--- config.mk ---
export PLATFORM = sky130hd
export DESIGN_NAME = rs232_txb_flat
export DESIGN_NICKNAME = d
export VERILOG_FILES = /design/src/rtl/rs232_txb_if.sv /design/src/rtl/rs232_txb.sv /design/src/flat_wrapper.sv
export SDC_FILE = /design/constraint.sdc
export NUM_CORES = 1
export LEC_CHECK = 0
export BUFFER_PORTS_ARGS = -buffer_cell sky130_fd_sc_hd__clkbuf_2
export CAP_MARGIN = 10
export CORE_UTILIZATION = 40
export DETAILED_ROUTE_END_ITERATION = 12
export SLEW_MARGIN = 40
export SYNTH_ARGS = -nofsm -noshare
export SYNTH_HDL_FRONTEND = slang
export SYNTH_SLANG_ARGS = --single-unit
--- constraint.sdc ---
create_clock -name clk -period 4.3 [get_ports clk]
set_input_delay 0.43 -clock clk [delete_from_list [all_inputs] [get_ports clk]]
set_output_delay 0.43 -clock clk [all_outputs]
set_load 0.05 [all_outputs]
--- src/rtl/rs232_txb_if.sv ---
// Host-side port bundle of the buffered RS232 transmitter: byte writes in,
// serial line and FIFO status out.
interface rs232_txb_if;
    logic       fsel;
    logic       wr;
    logic [7:0] data_in;
    logic       txd;
    logic       empty;
    logic       full;
    logic       idle;

    modport master (output fsel, wr, data_in, input txd, empty, full, idle);
    modport slave  (input fsel, wr, data_in, output txd, empty, full, idle);
endinterface

--- src/rtl/rs232_txb.sv ---
// Buffered 8N1 transmitter: byte FIFO with single-cycle writes, drained by a
// bit-serial engine that chains frames back-to-back while bytes are queued.
module rs232_txb #(
    parameter int clock_freq = 50000000,
    parameter int num_slots  = 63
) (
    input  logic        clk,
    input  logic        rst,
    rs232_txb_if.slave  bus
);
    localparam int DIV_FAST = clock_freq / 115200;
    localparam int DIV_SLOW = clock_freq / 19200;
    localparam int DIV_MAX  = (DIV_SLOW > DIV_FAST) ? DIV_SLOW : DIV_FAST;
    localparam int TW       = (DIV_MAX > 1) ? $clog2(DIV_MAX) : 1;
    localparam int PW       = (num_slots > 1) ? $clog2(num_slots) : 1;
    localparam int CW       = $clog2(num_slots + 1);

    typedef enum logic {IDLE, SHIFT} state_t;

    state_t          state, state_nxt;
    logic [7:0]      mem [num_slots];
    logic [PW-1:0]   wptr, rptr;
    logic [CW-1:0]   cnt, cnt_nxt;
    logic            empty_r, full_r;
    logic            push, pop;
    logic [9:0]      frame;
    logic [TW-1:0]   tick, div_m1;
    logic [3:0]      bitcnt;
    logic            sel_fast;
    logic            bit_end;

    function automatic logic [PW-1:0] ptr_inc(input logic [PW-1:0] p);
        return (p == PW'(num_slots - 1)) ? '0 : p + 1'b1;
    endfunction

    // full is the registered flag, so a pop in the same cycle never makes room
    assign push    = bus.wr && !full_r;
    assign div_m1  = sel_fast ? TW'(DIV_FAST - 1) : TW'(DIV_SLOW - 1);
    assign bit_end = (state == SHIFT) && (tick == div_m1);

    always_comb begin
        state_nxt = state;
        pop       = 1'b0;
        case (state)
            IDLE: begin
                if (!empty_r) begin
                    pop       = 1'b1;
                    state_nxt = SHIFT;
                end
            end
            SHIFT: begin
                if (bit_end && bitcnt == 4'd9) begin
                    if (!empty_r) pop = 1'b1;
                    else          state_nxt = IDLE;
                end
            end
            default: state_nxt = IDLE;
        endcase
    end

    always_comb begin
        cnt_nxt = cnt;
        if (push && !pop)      cnt_nxt = cnt + 1'b1;
        else if (!push && pop) cnt_nxt = cnt - 1'b1;
    end

    always_ff @(posedge clk) begin
        if (rst) state <= IDLE;
        else     state <= state_nxt;
    end

    always_ff @(posedge clk) begin
        if (rst) begin
            wptr    <= '0;
            rptr    <= '0;
            cnt     <= '0;
            empty_r <= 1'b1;
            full_r  <= 1'b0;
        end else begin
            if (push) wptr <= ptr_inc(wptr);
            if (pop)  rptr <= ptr_inc(rptr);
            cnt     <= cnt_nxt;
            empty_r <= (cnt_nxt == '0);
            full_r  <= (cnt_nxt == CW'(num_slots));
        end
    end

    always_ff @(posedge clk) begin
        if (!rst && push) mem[wptr] <= bus.data_in;
    end

    // Rate select is latched per frame so fsel changes only apply at the next load
    always_ff @(posedge clk) begin
        if (rst) begin
            frame    <= '1;
            tick     <= '0;
            bitcnt   <= '0;
            sel_fast <= 1'b0;
        end else if (pop) begin
            frame    <= {1'b1, mem[rptr], 1'b0};
            tick     <= '0;
            bitcnt   <= '0;
            sel_fast <= bus.fsel;
        end else if (state == SHIFT) begin
            if (bit_end) begin
                tick   <= '0;
                frame  <= {1'b1, frame[9:1]};
                bitcnt <= bitcnt + 4'd1;
            end else begin
                tick <= tick + 1'b1;
            end
        end
    end

    assign bus.txd   = (state == SHIFT) ? frame[0] : 1'b1;
    assign bus.empty = empty_r;
    assign bus.full  = full_r;
    assign bus.idle  = (state == IDLE) && empty_r;
endmodule
--- src/flat_wrapper.sv ---
// flat-port wrapper written by rule: the top's interface ports become plain ports
module rs232_txb_flat 
#(
    parameter int clock_freq = 50000000,
    parameter int num_slots  = 63
)
  (clk, rst, bus_fsel, bus_wr, bus_data_in, bus_txd, bus_empty, bus_full, bus_idle);
  rs232_txb_if bus_i ();
  input  logic clk;
  input  logic rst;
  input wire logic [$bits(bus_i.fsel)-1:0] bus_fsel;
  input wire logic [$bits(bus_i.wr)-1:0] bus_wr;
  input wire logic [$bits(bus_i.data_in)-1:0] bus_data_in;
  output wire logic [$bits(bus_i.txd)-1:0] bus_txd;
  output wire logic [$bits(bus_i.empty)-1:0] bus_empty;
  output wire logic [$bits(bus_i.full)-1:0] bus_full;
  output wire logic [$bits(bus_i.idle)-1:0] bus_idle;
  assign bus_i.fsel = bus_fsel;
  assign bus_i.wr = bus_wr;
  assign bus_i.data_in = bus_data_in;
  assign bus_txd = bus_i.txd;
  assign bus_empty = bus_i.empty;
  assign bus_full = bus_i.full;
  assign bus_idle = bus_i.idle;
  rs232_txb #(.clock_freq(clock_freq), .num_slots(num_slots)) u_core (.clk(clk), .rst(rst), .bus(bus_i));
endmodule
==> metrics.txt <==
Port Buffer Count=15; starting density of the core=40.77%; EDFF count, synth=504; Pleak=7.482 nW; Layout Cells excl Fill=1,930; filler cell count=4,522; CP Launch Type=flop; Die Wd=236.9 um; Worst Hold Class=in2reg; Rel. slew slack=41.41%; worst path cell trace=buf_12, mux4_2, mux4_2, a22oi_1, nand4_1, o221ai_1, nand2b_1; Reg clk slew, reported paths=0.06 ns; Setup crit end kind=flop; Num CTS Buffers=54; final wirelength=47,420 um; DRC violations left=0; CP max stage delay=0.62 ns; worst path required time=4.79 ns; H-tree depth reported by CTS=2; share of cells above drive strength 1=25.93%; root buf cell=clkbuf_16; area of the die=56,110 um2; clk_skew=0.02909 ns; pins over their slew limit=0; Crit path arrival time=3.27 ns; chip height=236.9 um; gr usage total=17.40%; CP delay by family, top=multiplexers; Mapped Cells=1,150; RSZ-0062 raised after global routing=false; vias in the first global route=11,129; largest net degree at the start of global routing=64; grt total ovfl=0; Max Fanout on Critical Path=56; Avg Cell Area, Syn=19.19 um2; CTS Hold Bufs=0; worst vdd ir=0.0003496 V; Vias=10,809; syn_nets=1,171; crit path buf inv count=1; antenna cell count=0; First-pass DRT Iterations=5; Post-Syn Area=22,070 um2; global-route wire length before repair=71,980 um; clock buffer depth=3; DP HPWL=28,390 um; DR WL/cell=24.57 um; DR vias/cell=5.601; Critical-path top delay cell=mux4_2; Final Setup Violations=0; clk sinks=557; critical path's most frequent cell=mux4_2; total core area=54,130 um2; critical path class=reg2reg; status=completed; # Post-CTS Setup Buffers=0; placed cells=1,834; cts repair resizes=0; Final period util=64.65%; Final Hold Violating Endpoints=0; most frequent cells in the layout=edfxtp_1, mux4_2, nor2_1, clkbuf_16, nand2_1; Worst-Margin Slew=0.8757 ns; setup TNS=0 ns; DR iter-0 viols=942; sequential share of the synthesized area=73.39%; Max Fclk=0.3597 GHz; Final nets=1,215; Routed Antenna Nets=0; #FFs+latches synth=557; Top Ports=16; fin crit period=2.780 ns; ys flop type=edfxtp_1; hold path start=bus_fsel; initial antenna violation count=1; Synth cell types=59; PD cells=517.9 nW/um2; Post-synth ARST share=0%; Util after Layout=45.79%; TritonCTS clock tree=built; RePlAce Congestion=0.8432; row count=85; max-cap violation count=0; area grow syn2layout=12.31%; worst skew pair latency=0.62 ns; commonest non-fill, non-tap cell in the layout=edfxtp_1; synth warn=0
[cell families (layout without fill, tap and decap cells)]
family,Yosys count,in the layout,synth area share [%]
buffers and inverters,68,152,1.508
adder cells (fa/ha/maj),9,9,0.5103
XOR/XNOR,23,23,0.9128
AND/OR/NAND/NOR,257,257,5.590
AO/OA/AOI/OAI,73,73,2.591
flip-flops,557,557,73.39
multiplexers,163,163,15.50
[area by class of cell]
| class | count | area [um2] | share of cell area, % |
|---|---|---|---|
| clock buffer | 72 | 1480 | 5.972 |
| clock inverter | 24 | 201.4 | 0.8128 |
| inverter | 7 | 26.28 | 0.1060 |
| multi-input combinational | 525 | 5620 | 22.68 |
| sequential | 557 | 16210 | 65.38 |
| tap | 696 | 870.8 | 3.514 |
| timing repair buffer | 49 | 380.4 | 1.535 |
[registers in the layout (all words and copies together) (netlist names), named ones only]
register          cells
u_core.mem          504
u_core.tick          12
u_core.frame          9
u_core.cnt            6
u_core.rptr           6
u_core.wptr           6
u_core.bitcnt         4
u_core.bus.empty      1
u_core.bus.full       1
u_core.sel_fast       1
u_core.state          1
[worst min-delay path, stage by stage]
cell,delay (ns)
clkbuf_2,0.08
nand2_1,0.04
a21oi_1,0.05
[cells in the mapped netlist, types with 6 or more instances]
cell | count | share of area [%]
dfxtp_1 | 53 | 4.8
o21ai_0 | 10 | 0.23
xor2_1 | 16 | 0.63
nor2b_1 | 8 | 0.23
nand2b_1 | 10 | 0.28
nand4_1 | 18 | 0.51
inv_1 | 6 | 0.10
mux2i_1 | 20 | 0.91
a21oi_1 | 7 | 0.16
ha_1 | 9 | 0.51
nand2_1 | 53 | 0.90
a221oi_1 | 8 | 0.32
or2_2 | 8 | 0.23
clkbuf_1 | 29 | 0.49
nor2_1 | 109 | 1.9
nand3_1 | 19 | 0.43
buf_2 | 16 | 0.36
a22oi_1 | 7 | 0.24
nor3_1 | 13 | 0.29
xnor2_1 | 7 | 0.28
mux4_2 | 143 | 15
edfxtp_1 | 504 | 69
[power breakdown]
| group | total [mW] | internal, mW | switching (mW) |
|---|---|---|---|
| clock | 4.53 | 2.54 | 1.99 |
| combinational | 2.15 | 1.05 | 1.11 |
| sequential | 6.15 | 5.99 | 0.164 |
| total | 12.8 | 9.57 | 3.27 |
[worst paths after layout]
check                                  to  slack (ns)  cells past startpoint
max          u_core.frame[3]$_SDFFE_PP1P_        1.52                      7
min          u_core.sel_fast$_SDFFE_PP0N_        0.04                      3
max reg2reg  u_core.frame[3]$_SDFFE_PP1P_        1.52                      7
min reg2reg  u_core.sel_fast$_SDFFE_PP0N_        0.49                      2
[through the flow]
stage	setup slack, ns	hold slack [ns]	area (um2)	total power [mW]
after floorplan	2.082	0.4476	22070	7.847
after CTS	1.457	0.01536	24730	12.96
after detailed placement	1.468	0.4829	23050	8.452
final	1.520	0.03996	24790	12.84
after global routing	1.319	0.05256	24790	13.29
after global placement	1.477	0.4773	23020	8.441
[metal layers]
layer | up-vias | share of wire [%] | track usage, %
met5 | - | 0 | 0
met4 | 0 | 2.3 | 5.293
met3 | 76 | 6.1 | 3.696
met2 | 313 | 47 | 27.41
met1 | 5675 | 44 | 24.34
li1 | 4745 | - | -
Note: power is estimated with default switching activity, not from simulation.
